[config.mk]
export PLATFORM = sky130hd
export DESIGN_NAME = input_sequencer_flat
export DESIGN_NICKNAME = d
export VERILOG_FILES = /design/src/rtl/input_sequencer_if.sv /design/src/rtl/input_sequencer.sv /design/src/flat_wrapper.sv
export SDC_FILE = /design/constraint.sdc
export NUM_CORES = 1
export LEC_CHECK = 0
export CORE_AREA = 3 3 96 98
export CTS_CLUSTER_SIZE = 12
export DETAILED_ROUTE_END_ITERATION = 8
export DIE_AREA = 0 0 99 101
export DONT_BUFFER_PORTS = 1
export SETUP_SLACK_MARGIN = 0.3
export SYNTH_ARGS = -nofsm -noshare
export SYNTH_HDL_FRONTEND = slang
export SYNTH_SLANG_ARGS = --single-unit
[constraint.sdc]
create_clock -name clk -period 2.35 [get_ports clk]
set_input_delay 0.1175 -clock clk [delete_from_list [all_inputs] [get_ports clk]]
set_output_delay 0.1175 -clock clk [all_outputs]
set_load 0.005 [all_outputs]
[src/rtl/input_sequencer_if.sv]
// rtl/input_sequencer_if.sv - handshake bundle between the game FSM / PS/2 framer and input_sequencer
//
// Purpose: groups the control pulses, scan byte stream and entry result of
//          input_sequencer into one bundle.
// Signals:
//   start        game FSM -> sequencer, opens a new entry (1-cycle pulse)
//   code_valid   framer -> sequencer, framed scan byte present on code
//   code[7:0]    scan byte
//   ack          consumer accepts the completed entry
//   busy         sequencer collecting (COLLECT or BREAK)
//   entry_valid  completed entry available (DONE)
//   entry[15:0]  packed BCD digits, first digit in [3:0]
//   digit_count  number of digits stored (0..4)
//   timed_out    entry was closed by the idle timeout
//   err          1-cycle pulse on an unrecognised make code
// Modports: master = stimulus/consumer side, slave = sequencer.

interface input_sequencer_if;
  logic        start;
  logic        code_valid;
  logic [7:0]  code;
  logic        ack;
  logic        busy;
  logic        entry_valid;
  logic [15:0] entry;
  logic [2:0]  digit_count;
  logic        timed_out;
  logic        err;

  modport master (
    output start, code_valid, code, ack,
    input  busy, entry_valid, entry, digit_count, timed_out, err
  );

  modport slave (
    input  start, code_valid, code, ack,
    output busy, entry_valid, entry, digit_count, timed_out, err
  );
endinterface

[src/rtl/input_sequencer.sv]
// rtl/input_sequencer.sv - collects up to four PS/2 keypad digits into a packed BCD entry
//
// Purpose: after a start pulse, decodes PS/2 make codes into BCD digits and
//          packs them in arrival order. The entry closes after the fourth
//          digit or after TIMEOUT idle cycles, and is held until ack.
//          Break (F0) sequences skip their following byte; E0 prefixes are
//          dropped; unknown make codes pulse err.
// Parameters: TIMEOUT (idle cycles before close), TW (timer width).
// Ports:
//   clk  system clock, rising edge
//   rst  asynchronous active-low reset
//   bus  input_sequencer_if.slave (see interface file for signal list)
// Optional feature: macro BACKSPACE_EN makes scan code 66 delete the last digit.

module input_sequencer #(
  parameter int TIMEOUT = 100_000_000,
  parameter int TW      = 27
) (
  input  logic               clk,
  input  logic               rst,
  input_sequencer_if.slave   bus
);

  typedef enum logic [1:0] {
    IDLE    = 2'd0,
    COLLECT = 2'd1,
    BREAK   = 2'd2,
    DONE    = 2'd3
  } state_t;

  localparam logic [TW-1:0] TIMER_LAST = TW'(TIMEOUT - 1);

  state_t        state_q, state_d;
  logic [15:0]   entry_q, entry_d;
  logic [2:0]    count_q, count_d;
  logic [TW-1:0] timer_q, timer_d;
  logic          timed_out_q, timed_out_d;
  logic          err_q, err_d;
  logic [4:0]    digit;

  // {is_digit, bcd} for a make code
  function automatic logic [4:0] decode_digit(input logic [7:0] b);
    logic [4:0] r;
    case (b)
      8'h16:   r = {1'b1, 4'd1};
      8'h1E:   r = {1'b1, 4'd2};
      8'h26:   r = {1'b1, 4'd3};
      8'h25:   r = {1'b1, 4'd4};
      8'h2E:   r = {1'b1, 4'd5};
      8'h36:   r = {1'b1, 4'd6};
      8'h3D:   r = {1'b1, 4'd7};
      8'h3E:   r = {1'b1, 4'd8};
      8'h46:   r = {1'b1, 4'd9};
      8'h45:   r = {1'b1, 4'd0};
      default: r = 5'd0;
    endcase
    return r;
  endfunction

  function automatic logic [15:0] put_nibble(input logic [15:0] e,
                                             input logic [1:0]  slot,
                                             input logic [3:0]  n);
    logic [15:0] r;
    r = e;
    case (slot)
      2'd0: r[3:0]   = n;
      2'd1: r[7:4]   = n;
      2'd2: r[11:8]  = n;
      2'd3: r[15:12] = n;
      default: r = e;
    endcase
    return r;
  endfunction

  always_ff @(posedge clk or negedge rst) begin
    if (!rst) begin
      state_q     <= IDLE;
      entry_q     <= 16'd0;
      count_q     <= 3'd0;
      timer_q     <= '0;
      timed_out_q <= 1'b0;
      err_q       <= 1'b0;
    end else begin
      state_q     <= state_d;
      entry_q     <= entry_d;
      count_q     <= count_d;
      timer_q     <= timer_d;
      timed_out_q <= timed_out_d;
      err_q       <= err_d;
    end
  end

  always_comb begin
    state_d     = state_q;
    entry_d     = entry_q;
    count_d     = count_q;
    timer_d     = timer_q;
    timed_out_d = timed_out_q;
    err_d       = 1'b0;
    digit       = decode_digit(bus.code);

    case (state_q)
      IDLE: begin
        if (bus.start) begin
          state_d     = COLLECT;
          entry_d     = 16'd0;
          count_d     = 3'd0;
          timer_d     = '0;
          timed_out_d = 1'b0;
        end
      end

      COLLECT: begin
        // A byte always wins over a coincident timer expiry.
        if (bus.code_valid) begin
          timer_d = '0;
          if (bus.code == 8'hF0) begin
            state_d = BREAK;
          end else if (bus.code == 8'hE0) begin
            state_d = COLLECT;
          end
`ifdef BACKSPACE_EN
          else if (bus.code == 8'h66) begin
            if (count_q != 3'd0) begin
              count_d = count_q - 3'd1;
              entry_d = put_nibble(entry_q, count_q[1:0] - 2'd1, 4'd0);
            end
          end
`endif
          else if (digit[4]) begin
            entry_d = put_nibble(entry_q, count_q[1:0], digit[3:0]);
            count_d = count_q + 3'd1;
            if (count_q == 3'd3) state_d = DONE;
          end else begin
            err_d = 1'b1;
          end
        end else if (timer_q == TIMER_LAST) begin
          state_d     = DONE;
          timed_out_d = 1'b1;
          timer_d     = '0;
        end else begin
          timer_d = timer_q + TW'(1);
        end
      end

      BREAK: begin
        // The byte after F0 is the released key; drop it silently.
        if (bus.code_valid) begin
          timer_d = '0;
          state_d = COLLECT;
        end else if (timer_q == TIMER_LAST) begin
          state_d     = DONE;
          timed_out_d = 1'b1;
          timer_d     = '0;
        end else begin
          timer_d = timer_q + TW'(1);
        end
      end

      DONE: begin
        if (bus.ack) state_d = IDLE;
      end

      default: state_d = IDLE;
    endcase
  end

  assign bus.busy        = (state_q == COLLECT) || (state_q == BREAK);
  assign bus.entry_valid = (state_q == DONE);
  assign bus.entry       = entry_q;
  assign bus.digit_count = count_q;
  assign bus.timed_out   = timed_out_q;
  assign bus.err         = err_q;

endmodule
[src/flat_wrapper.sv]
// flat-port wrapper written by rule: the top's interface ports become plain ports
module input_sequencer_flat 
#(
  parameter int TIMEOUT = 100_000_000,
  parameter int TW      = 27
)
  (clk, rst, bus_start, bus_code_valid, bus_code, bus_ack, bus_busy, bus_entry_valid, bus_entry, bus_digit_count, bus_timed_out, bus_err);
  input_sequencer_if bus_i ();
  input  logic clk;
  input  logic rst;
  input wire logic [$bits(bus_i.start)-1:0] bus_start;
  input wire logic [$bits(bus_i.code_valid)-1:0] bus_code_valid;
  input wire logic [$bits(bus_i.code)-1:0] bus_code;
  input wire logic [$bits(bus_i.ack)-1:0] bus_ack;
  output wire logic [$bits(bus_i.busy)-1:0] bus_busy;
  output wire logic [$bits(bus_i.entry_valid)-1:0] bus_entry_valid;
  output wire logic [$bits(bus_i.entry)-1:0] bus_entry;
  output wire logic [$bits(bus_i.digit_count)-1:0] bus_digit_count;
  output wire logic [$bits(bus_i.timed_out)-1:0] bus_timed_out;
  output wire logic [$bits(bus_i.err)-1:0] bus_err;
  assign bus_i.start = bus_start;
  assign bus_i.code_valid = bus_code_valid;
  assign bus_i.code = bus_code;
  assign bus_i.ack = bus_ack;
  assign bus_busy = bus_i.busy;
  assign bus_entry_valid = bus_i.entry_valid;
  assign bus_entry = bus_i.entry;
  assign bus_digit_count = bus_i.digit_count;
  assign bus_timed_out = bus_i.timed_out;
  assign bus_err = bus_i.err;
  input_sequencer #(.TIMEOUT(TIMEOUT), .TW(TW)) u_core (.clk(clk), .rst(rst), .bus(bus_i));
endmodule
==> flow_results.org, run 1 <==
** Status
- Outcome :: completed

** Power and ir drop
- VDD IR-drop max :: 421 µV
- Power Density :: 691 nW/µm²
- Summed over all cells, the static leakage comes to 1.34 nW.

** Clock tree
- In this run the number of H-tree levels came out at 2.
- CTS saw 50 sinks.
- The tree is rooted in a clkbuf_8.
- Number of buffers inserted during clock tree synthesis :: 5
- Worst-skew pair later-pin latency :: 300 ps
- Clock-pin slew was measured on the worst setup and hold paths at 100 ps.
- TritonCTS built the clock tree.
- Buffer depth of the longest clock path :: 2

** Logic synthesis
- Fraction of synthesized cell area taken by the top area cell type :: 42.4%
- Summing the areas of all fa, ha and maj instances in the mapped netlist gives 4.24% of the synthesized area.
- Summed over all instances, the cell type with the most area after synthesis is dfrtp_1.
- Yosys warning total :: 0
- Leading cell types by count after synthesis :: dfrtp_1, nand2_1, nor2_1
- The synthesized netlist devotes 26.7% of its cell area to simple gates.
- Most frequently used flop master after synthesis :: dfrtp_1
- Post-synthesis share of cell area spent on xor and xnor gates :: 6.82%
- Avg Inst Size Synth :: 9.65 µm²
- The mapped netlist covers 2950 µm².
- By area, the combinational part of the netlist is dominated by simple AND/OR/NAND/NOR gates.
- Synthesis instantiated 52 different standard cells from the library.
- After synthesis, the cell types taking the most area are dfrtp_1, xnor2_1, nand2_1.
- Cell count after synthesis :: 306
- Flops & latches, synth :: 50
- For this run, asynchronously set or reset flops after synthesis account for 100%.
- In this run, synthesis inferred 0 flip-flops with an integrated enable.
- After synthesis, flip-flops and latches occupy 42.4% of the total area.
- Synthesized-area fraction occupied by ao, oa, aoi and oai cells :: 12.5%
- Proportion of synthesized area in mux cells :: 3.90%
- Net Count, Synth :: 329
- Leading cell type by number of instances after synthesis :: dfrtp_1

** Global routing
- Total gr overflow :: 0
- Entering global routing, the biggest net connects 51 pins.
- Via count of the first global-routing pass :: 2185
- Total routing usage reported by global routing :: 13.1%
- The first global-routing pass estimated 10800 µm of wire.
- The number of antenna violations at the first check in global routing is 0.

** Worst setup path
- Critical path data required time :: 2550 ps
- By startpoint and endpoint, the worst setup path is classified as register to register.
- Traced cell by cell, the critical path runs through inv_1 > ha_2 > nor2b_2 > nor4b_2 > o21a_2 > nand2_1 > a32o_1.
- On the critical path, the stage with the largest delay is an instance of dfrtp_2.
- Data arrives at the worst endpoint at 2220 ps.
- Highest fanout seen on the critical path :: 8
- STA classifies the critical path endpoint as a register.
- On the worst path, the slowest cell contributes a delay of 430 ps.
- STA classifies the critical path startpoint as a register.

** Detailed routing
- After the first detailed-routing iteration, the DRC count stood at 82.
- Post-detailed-route via-to-cell ratio :: 5.42
- Met1 Wirelength :: 3030 µm
- Before antenna repair, the detailed router went through 4 iterations.
- Total length of routed met2 wires :: 3060 µm
- In the routed design, unresolved DRC markers number 0.
- Routed Wire Length :: 6530 µm
- In this run the top signal layer used is met4.
- After detailed routing, the average wire length per cell comes to 15.2 µm.
- Total length of routed met3 wires :: 354 µm
- Once detail routing completed, the nets flagged for antenna violations numbered 0.
- Via Count :: 2332

** Place
- Routability-driven placement finished with a final weighted congestion of 0.808.
- Placed wire-length estimate :: 4530 µm
- During placement, the flow inserted port buffers numbering 0.
- The placed instances occupy a cell area of 3060 µm².
- In this run, placement finished with an instance count of 410.

** STA
- The worst pin sits at a relative slew slack of 61.8%.
- Number of failing setup endpoints in the final timing report :: 0
- The number of pins exceeding their max-slew limit in the final report came to 0.
- Peak clock frequency supported by timing :: 0.495 GHz
- Setup Total Neg Slack :: 0 ps
- The count of final hold-check violations was 0.
- Ratio of final minimum period to clock period :: 85.9%
- Actual transition at the worst max-transition pin :: 566 ps
- RSZ-0062 raised after global routing :: no
- Period minus WS final :: 2020 ps
- For the final database, setup skew stands at 7.22 ps.

** Layout
- 0 antenna diodes ended up in the layout.
- After the flow finishes, the layout carries non-filler instances totaling 430.
- Compared with the post-synthesis result, the final layout area differs by 12.9%.
- Fraction of layout cells with a size suffix above 1 :: 16.1%
- The finished cells cover 3330 µm².
- Number of nets in the finished design :: 344
- At the end of the flow the core is filled with cells to 39.0%.

** Die
- The die is 101 µm tall.
- Die outline width :: 99 µm
- Starting density of the core :: 34.5%
- 36 I/O pins were placed.
- Standard cell core area :: 8550 µm²
- The floorplan has 34 rows.
- The die covers 10000 µm².

** Flow run
- Max-cap violations :: 0

** Hold path
- The tightest min-delay check is of the input pin to register type.
==> kinds of logic (layout without fill, tap and decap cells) <==
family          count (synthesis)  count (layout)
simple gates                  148             148
flops                          50              50
compound gates                 46              46
xor+xnor                       23              23
buf+inv                        18              34
mux                            11              11
fa+ha+maj                      10              10
==> registers in the layout, indices dropped and copies added, names as in the netlist <==
signal and flops:
u_core.state_q 2, u_core.timer_q 27, u_core.bus.entry 16, u_core.bus.digit_count 3
u_core.bus.err 1, u_core.bus.timed_out 1
==> metal layers <==
layer / vias to the layer above / track usage [%]
met2: 55 / 20.4
met1: 1138 / 18.3
met4: 0 / 3.26
met3: 6 / 3.25
li1: 1133 / -
met5: - / 0
==> critical path, delay by kind of cell, from the launching register on <==
family                   cells  cell delay, ps
flip-flops                   1             430
adder cells (fa/ha/maj)      1             240
AND/OR/NAND/NOR              3             640
buffers and inverters        1              80
AO/OA/AOI/OAI                2             530
==> per-stage QoR <==
stage | total power, mW | setup WS, ps | hold slack [ps]
final | 2.30 | 331 | 48.6
after global routing | 2.47 | 230 | 44.3
after CTS | 2.18 | 312 | 37.5
after detailed placement | 1.62 | 203 | -176
after global placement | 1.61 | 230 | -177
after floorplan | 1.47 | 408 | -178
==> what timing repair did <==
action,4_1_cts,5_1_grt
endpoints found under the hold margin,51,0
hold buffers,3,0
pin swaps,0,2
gates resized for setup,2,12
setup buffers,1,8
endpoints found under the setup margin,15,39
cloned,0,0
==> final timing paths <==
path                                                        from                               end  slack [ps]  depth (start not counted)
max in group asynchronous                                    rst     u_core.state_q[0]$_DFFE_PN0P_        1800                          2
worst min-delay path                              bus_code_valid  u_core.bus.timed_out$_DFFE_PN0P_          50                          2
min in group asynchronous                                    rst  u_core.bus.entry[14]$_DFFE_PN0P_         320                          2
worst min register to register  u_core.bus.timed_out$_DFFE_PN0P_  u_core.bus.timed_out$_DFFE_PN0P_         540                          1
worst max-delay path               u_core.state_q[0]$_DFFE_PN0P_   u_core.bus.entry[1]$_DFFE_PN0P_         330                          7
worst max register to register     u_core.state_q[0]$_DFFE_PN0P_   u_core.bus.entry[1]$_DFFE_PN0P_         330                          7
==> cell usage in the layout (no fill, tap or decap), types with 5 or more instances in the layout <==
| master | instances |
|---|---|
| mux2i_1 | 7 |
| buf_4 | 13 |
| o21ai_0 | 11 |
| and4_1 | 5 |
| nand2_1 | 34 |
| inv_1 | 8 |
| nor3_1 | 15 |
| nor2_1 | 31 |
| xnor2_1 | 19 |
| ha_1 | 7 |
| nor4_1 | 7 |
| nand4_1 | 6 |
| clkbuf_8 | 5 |
| nand3_1 | 13 |
| dfrtp_1 | 49 |
| a32o_1 | 8 |
| a21oi_1 | 8 |
==> power by group <==
group	switching [mW]	total, mW	internal [mW]
registers	0.0467	0.948	0.901
logic	0.483	0.849	0.366
clock network	0.296	0.505	0.210
total	0.825	2.30	1.48
==> area by class of cell <==
type	count	area [µm²]
clock inverters	3	21.3
flip-flops and latches	50	1250
clock buffers	5	68.8
fillers	838	5220
multi-input cells	238	1650
repair buffers	18	176
inverters	8	30.0
well taps	108	135
Power figures use the tool's default switching activity.
==> inputs of run 2 (changes only) <==
CORE_AREA = 3 3 123 78   (was 3 3 96 98)
DIE_AREA = 0 0 126 81   (was 0 0 99 101)
==> flow_results.org, run 2 (synthesis results as in run 1) <==
** Status
- Outcome: completed (unchanged).

** Power and ir drop
- The peak supply drop was 327 µV (was 421 µV).
- The power dissipated by switching net loads came to 906 µW (was 825 µW).
- Flop pwr share :: 35.0% (was 41.2%)
- Clock network power share :: 31.9% (was 21.9%)
- Fraction of power spent switching nets :: 33.5% (was 35.8%)
- Internal power contribution :: 1.80 mW (was 1.48 mW)
- The total power consumption of the routed design came to 2.70 mW (was 2.30 mW).
- The power density over the cells came to 781 nW/µm² (was 691 nW/µm²).
- The reported leakage power was 1.41 nW (was 1.34 nW).
- Combinational cell fraction of total power :: 33.1% (was 36.9%)

** Detailed routing
- Routed length per placed instance :: 16.7 µm (was 15.2 µm)
- The total iterations of the first detailed-routing run is 5 (was 4).
- The number of nets still failing antenna checks after routing is 0 (unchanged).
- The remaining routing DRC violations is 0 (unchanged).
- Post-detailed-route via-to-cell ratio :: 5.39 (was 5.42)
- Routed Wire Length :: 7340 µm (was 6530 µm)
- Detailed Route Iter0 Violations :: 184 (was 82)
- The total via count after detailed routing is 2367 (was 2332).

** Die
- The number of ports placed on the die boundary is 36 (unchanged).
- The die span in x came to 126 µm (was 99 µm).
- Die span in y :: 81 µm (was 101 µm)
- Starting density of the core :: 34.9% (was 34.5%)
- Die footprint :: 10200 µm² (was 10000 µm²)
- The placeable core region was 8460 µm² (was 8550 µm²).
- Number of placement rows :: 26 (was 34)

** Global routing
- Number of antenna violations at the first check in global routing :: 0 (unchanged)
- The number of global-route vias before repair is 2190 (was 2185).
- Largest net degree at the start of global routing :: 51 (unchanged)
- The global-route wire length before repair is 11600 µm (was 10800 µm).
- Total routing usage reported by global routing :: 14.4% (was 13.1%)
- The overall overflow remaining after global route came to 0 (unchanged).

** Clock tree
- The maximum clock path buffer count came to 2 (unchanged).
- The number of buffers inserted during clock tree synthesis was 5 (unchanged).
- The clock sink total was 50 (unchanged).
- The root buffer selected by CTS is clkbuf_16 (was clkbuf_8).
- Clock tree from TritonCTS :: yes (unchanged)
- The worst-skew pair later-pin latency is 300 ps (about the same).
- The clock transition at the registers of the reported paths is 80 ps (was 100 ps).
- Number of H-tree branching levels :: 2 (unchanged)

** STA
- The setup violation total in the final timing report is 0 (unchanged).
- The time the final worst path needs with I/O delays and setup is 1980 ps (was 2020 ps).
- RSZ-0062 raised after global routing :: no (unchanged)
- The maximum clock skew at final layout was 8.42 ps (was 7.22 ps).
- Final hold violation count :: 0 (unchanged)
- The highest attainable clock frequency came to 0.505 GHz (was 0.495 GHz).
- The final setup TNS came to 0 ps (unchanged).
- Actual transition at the worst max-transition pin :: 541 ps (was 566 ps)
- The post-route fraction of the period consumed by the critical path was 84.3% (was 85.9%).
- The number of pins exceeding their max-slew limit in the final report was 0 (unchanged).
- The relative slew slack came to 63.4% (was 61.8%).

** Layout
- Most frequent cells in the layout: dfrtp_1, nand2_1, nor2_1 (unchanged).
- Area of all sequential standard cells :: 1250 µm² (unchanged)
- Growth of design area from synthesis to finish :: 17.2% (was 12.9%)
- Most common library cell in the layout ignoring fill and taps :: dfrtp_1 (unchanged)
- The register with the most flip-flops is u_core.timer_q (unchanged).
- Area of the multi-input gates :: 1660 µm² (was 1650 µm²)
- Number of flip-flops in the largest register :: 27 (unchanged)
- The final net count came to 349 (was 344).
- Fraction of layout cells with a size suffix above 1 :: 17.7% (was 16.1%)
- The number of filler cells placed in the layout came to 835 (was 838).
- Diode insertion count for antenna repair :: 0 (unchanged)

** Worst setup path
- The endpoint required time on the critical path is 2540 ps (was 2550 ps).
- Highest fanout seen on the critical path :: 8 (unchanged)
- The startpoint-to-endpoint class of the critical path is register to register (unchanged).
- Data arrival time at the worst-slack endpoint :: 2170 ps (was 2220 ps)
- The type of element capturing the critical path is a register (unchanged).
- Crit start category :: register (unchanged)

** Place
- GP Congestion :: 0.858 (was 0.808)
- Placed wire-length estimate :: 5060 µm (was 4530 µm)
- Buffers on Ports :: 0 (unchanged)

** Hold path
- Hold Path Class :: input pin to register (unchanged)

** Flow run
- Max-cap violations :: 0 (unchanged)
[run 2: cell types whose count changed in the layout (fill, tap and decap cells not counted), sizes merged]
cell	before	now
clkinv	2	0
o21a	2	3
bufinv	0	1
clkinvlp	1	0
inv	8	10
buf	16	20
[run 2: through the flow]
step           utilization, %  cell area [µm²]  hold slack (ps)  cells  worst slack [ps]
5_1_grt                  40.9             3460             54.6    439               275
6_report                 40.9             3460             58.3    439               369
4_1_cts                  39.6             3350             54.9    431               334
2_1_floorplan               -             2950             -178    306               408
3_5_place_dp             36.5             3090             -176    416               191
3_3_place_gp             36.5             3090             -176    416               286
[run 2: path summary, 6_finish.rpt]
check | startpoint | endpoint | slack [ps] | cells after the start
hold reg to reg | u_core.bus.timed_out$_DFFE_PN0P_ | u_core.bus.timed_out$_DFFE_PN0P_ | 550 | 1
min in group asynchronous | rst | u_core.state_q[1]$_DFFE_PN0P_ | 380 | 2
max in group asynchronous | rst | u_core.state_q[0]$_DFFE_PN0P_ | 1730 | 2
setup / recovery | u_core.state_q[0]$_DFFE_PN0P_ | u_core.bus.entry[10]$_DFFE_PN0P_ | 370 | 7
setup reg to reg | u_core.state_q[0]$_DFFE_PN0P_ | u_core.bus.entry[10]$_DFFE_PN0P_ | 370 | 7
hold / removal | bus_code_valid | u_core.bus.timed_out$_DFFE_PN0P_ | 60 | 2
[run 2: area by class of cell]
type | count | share of cell area [%]
inverter | 8 | 0.868
sequential | 50 | 36.2
multi-input combinational | 239 | 48.0
timing repair buffer | 22 | 5.86
clock inverter | 3 | 1.37
clock buffer | 5 | 3.62
tap | 112 | 4.05
[run 2: power by group through the flow]
stage	Clock [mW]	Sequential [mW]	Combinational (mW)
2_1_floorplan	0	0.950	0.521
3_3_place_gp	0	0.960	0.748
3_5_place_dp	0	0.964	0.757
4_1_cts	0.881	0.947	0.811
5_1_grt	0.917	0.954	0.981
6_report	0.861	0.947	0.895
[run 2: timing repair]
action,CTS,global route
pin swaps,1,3
setup buffers,4,7
endpoints found under the hold margin,51,0
gates resized for setup,3,11
gates cloned,0,1
hold buffers,3,0
setup endpoints to repair,34,38
[run 2: critical path: stages, from the launching register on]
cell and delay, ps:
dfrtp_2 410, inv_1 70, ha_2 250, nor2b_2 210, nor4bb_4 350, o21a_2 250
a21oi_1 70, o2bb2a_2 260
[run 2: layer usage]
metal  up-vias  share of wire, %  global-route usage (%)
met3         7               7.1                    4.60
met5         -                 0                       0
li1       1147                 -                       -
met2        69                42                    20.4
met4         0               1.0                    3.85
met1      1144                50                    20.9
==> inputs of run 3 (changes only) <==
clock period = 2 ns   (was 2.35 ns; I/O delays follow)
==> flow_results.org, run 3 (synthesis results as in run 1) <==
** Layout
- The number of flip-flops under the largest register name is 27 (unchanged).
- The final antenna diode count is 0 (unchanged).
- Number of nets in the finished design :: 385 (was 349)
- Post-layout instance count excluding filler cells :: 475 (was 439)
- The post-route cell area came to 4360 µm² (was 3460 µm²).
- Most frequent cells in the layout: dfrtp_1, buf_4, nand2_1 (was dfrtp_1, nand2_1, nor2_1).
- Fraction of layout cells with a size suffix above 1 :: 47.9% (was 17.7%)
- The relative area change from synthesis to final layout was 47.6% (was 17.2%).
- Final standard cell utilization of the core :: 51.5% (was 40.9%)
- The register with the most flip-flops is u_core.timer_q (unchanged).
- The number of filler cells placed in the layout is 758 (was 835).
- The leading cell type in the layout, fill and taps excluded was dfrtp_1 (unchanged).

** STA
- The transition time at the pin with the least slew margin was 431 ps (was 541 ps).
- The post-route worst hold slack was 2.56 ps (was 58.3 ps).
- The final worst-path setup slack was 128 ps (was 369 ps).
- Slew Limit Headroom :: 71.2% (was 63.4%)
- The count of final hold-check violations came to 0 (unchanged).
- The number of pins exceeding their max-slew limit in the final report was 0 (unchanged).
- RSZ-0062 raised after global routing: yes (was no).
- Peak clock frequency supported by timing :: 0.534 GHz (was 0.505 GHz)
- Number of failing setup endpoints in the final timing report :: 0 (unchanged)
- The time the final worst path needs with I/O delays and setup was 1870 ps (was 1980 ps).
- Ratio of final minimum period to clock period :: 93.6% (was 84.3%)
- Setup Total Neg Slack :: 0 ps (unchanged)
- The maximum clock skew at final layout was 7.68 ps (was 8.42 ps).

** Clock tree
- Clock tree from TritonCTS :: yes (unchanged)
- Number of H-tree branching levels :: 2 (unchanged)
- The clock transition at the registers of the reported paths was 70 ps (was 80 ps).
- The number of buffers inserted during clock tree synthesis came to 5 (unchanged).
- The maximum clock path buffer count is 2 (unchanged).
- Clock root buffer :: clkbuf_16 (unchanged)
- The clock sink total is 50 (unchanged).
- The worst-skew pair later-pin latency came to 290 ps (was 300 ps).

** Detailed routing
- First-pass iteration count of the detailed router :: 4 (was 5)
- The number of nets still failing antenna checks after routing was 0 (unchanged).
- The total via count after detailed routing was 2627 (was 2367).
- Remaining design rule violation count :: 0 (unchanged)
- Routed length per placed instance :: 19.4 µm (was 16.7 µm)
- The detailed-route wire length came to 9220 µm (was 7340 µm).
- The detailed router's first-iteration violation count was 200 (was 184).
- Post-detailed-route via-to-cell ratio :: 5.53 (was 5.39)

** Worst setup path
- The endpoint required time on the critical path is 2170 ps (was 2540 ps).
- Data arrival time at the worst-slack endpoint :: 2050 ps (was 2170 ps)
- Capturing element type of the critical path :: register (unchanged)
- Crit start category :: register (unchanged)
- Register-to-Register Setup Slack :: 130 ps (was 370 ps)
- The startpoint-to-endpoint class of the critical path is register to register (unchanged).
- Highest fanout seen on the critical path :: 5 (was 8)

** Die
- The starting density of the core was 34.9% (unchanged).
- Die outline width :: 126 µm (unchanged)
- I/O pin total :: 36 (unchanged)
- Die footprint :: 10200 µm² (unchanged)
- The placeable core region came to 8460 µm² (unchanged).
- The die extent in y is 81 µm (unchanged).
- Number of placement rows :: 26 (unchanged)

** Place
- Placement Setup Slack :: -15.9 ps (was 191 ps)
- The placer congestion estimate came to 0.897 (was 0.858).
- The total half-perimeter wirelength after legalization and detailed placement came to 5500 µm (was 5060 µm).
- The cell count after placement was 429 (was 416).
- The cell area reported after detailed placement is 3230 µm² (was 3090 µm²).
- The count of input and output buffers is 0 (unchanged).

** Global routing
- Total gr overflow :: 0 (unchanged)
- The overall routing resource usage came to 17.2% (was 14.4%).
- The number of antenna violations at the first check in global routing is 0 (unchanged).
- Via count of the first global-routing pass :: 2575 (was 2190)
- The global-route wire length before repair came to 13900 µm (was 11600 µm).
- The largest net degree at the start of global routing is 51 (unchanged).

** Power and ir drop
- Total Power Consumption :: 4.20 mW (was 2.70 mW)
- Power Density :: 964 nW/µm² (was 781 nW/µm²)
- The share of power burned in combinational logic was 50.0% (was 33.1%).
- Clock network power share :: 23.7% (was 31.9%)
- The power dissipated by switching net loads is 1.54 mW (was 906 µW).
- The reported leakage power came to 1.71 nW (was 1.41 nW).
- Fraction of power spent switching nets :: 36.8% (was 33.5%)
- VDD IR-drop max :: 499 µV (was 327 µV)
- The internal cell power is 2.65 mW (was 1.80 mW).
- Flop pwr share :: 26.3% (was 35.0%)

** Hold path
- The worst hold-check path type is input pin to register (unchanged).

** Status
- Outcome: completed (unchanged).

** Flow run
- The count of max-cap constraint violations was 0 (unchanged).
[run 3: critical path, cell delays in order, from the launching register on]
cell and delay [ps]:
dfrtp_1 420, inv_2 80, ha_4 180, nor2b_4 140, nor4bb_4 330, o21a_2 280, buf_4 140, buf_6 80
o21ai_0 80
[run 3: power by group through the flow]
stage | Combinational (mW) | Clock [mW] | Sequential (mW)
2_1_floorplan | 0.675 | 0 | 1.12
3_3_place_gp | 0.965 | 0 | 1.12
3_5_place_dp | 0.988 | 0 | 1.13
4_1_cts | 1.47 | 1.01 | 1.10
5_1_grt | 2.21 | 1.06 | 1.11
6_report | 2.10 | 0.994 | 1.11
[run 3: timing repair]
item | CTS | global route
pin swaps | 20 | 45
endpoints found under the setup margin | 49 | 49
hold buffers | 2 | 0
gates cloned | 2 | 2
gates resized for setup | 45 | 91
buffers inserted | 25 | 7
hold endpoints to repair | 50 | 0
[run 3: worst paths after layout]
path / start / to / cells past startpoint
min: bus_code[7] / u_core.bus.err$_DFF_PN0_ / 2
min reg2reg: u_core.timer_q[24]$_DFFE_PN0P_ / u_core.timer_q[24]$_DFFE_PN0P_ / 2
max: u_core.state_q[0]$_DFFE_PN0P_ / u_core.bus.digit_count[1]$_DFFE_PN0P_ / 8
max in group asynchronous: rst / u_core.timer_q[14]$_DFFE_PN0P_ / 2
min in group asynchronous: rst / u_core.timer_q[0]$_DFFE_PN0P_ / 2
max reg2reg: u_core.state_q[0]$_DFFE_PN0P_ / u_core.bus.digit_count[1]$_DFFE_PN0P_ / 8
[run 3: final cells by class]
type                            count  area [µm²]  area share (%)
Timing Repair Buffer               58         556            12.8
Inverter                            8        30.0           0.689
Sequential cell                    50        1250            28.8
Clock buffer                        5         125            2.87
Clock inverter                      3        43.8            1.01
Tap cell                          112         140            3.22
Multi-Input combinational cell    239        2210            50.7
[run 3: layer usage]
| layer | track usage (%) | routed length [µm] | vias to the layer above |
|---|---|---|---|
| li1 | - | - | 1227 |
| met3 | 6.44 | 680 | 7 |
| met1 | 24.2 | 4270 | 1335 |
| met5 | 0 | 0 | - |
| met2 | 25.4 | 4200 | 58 |
| met4 | 3.85 | 72 | 0 |
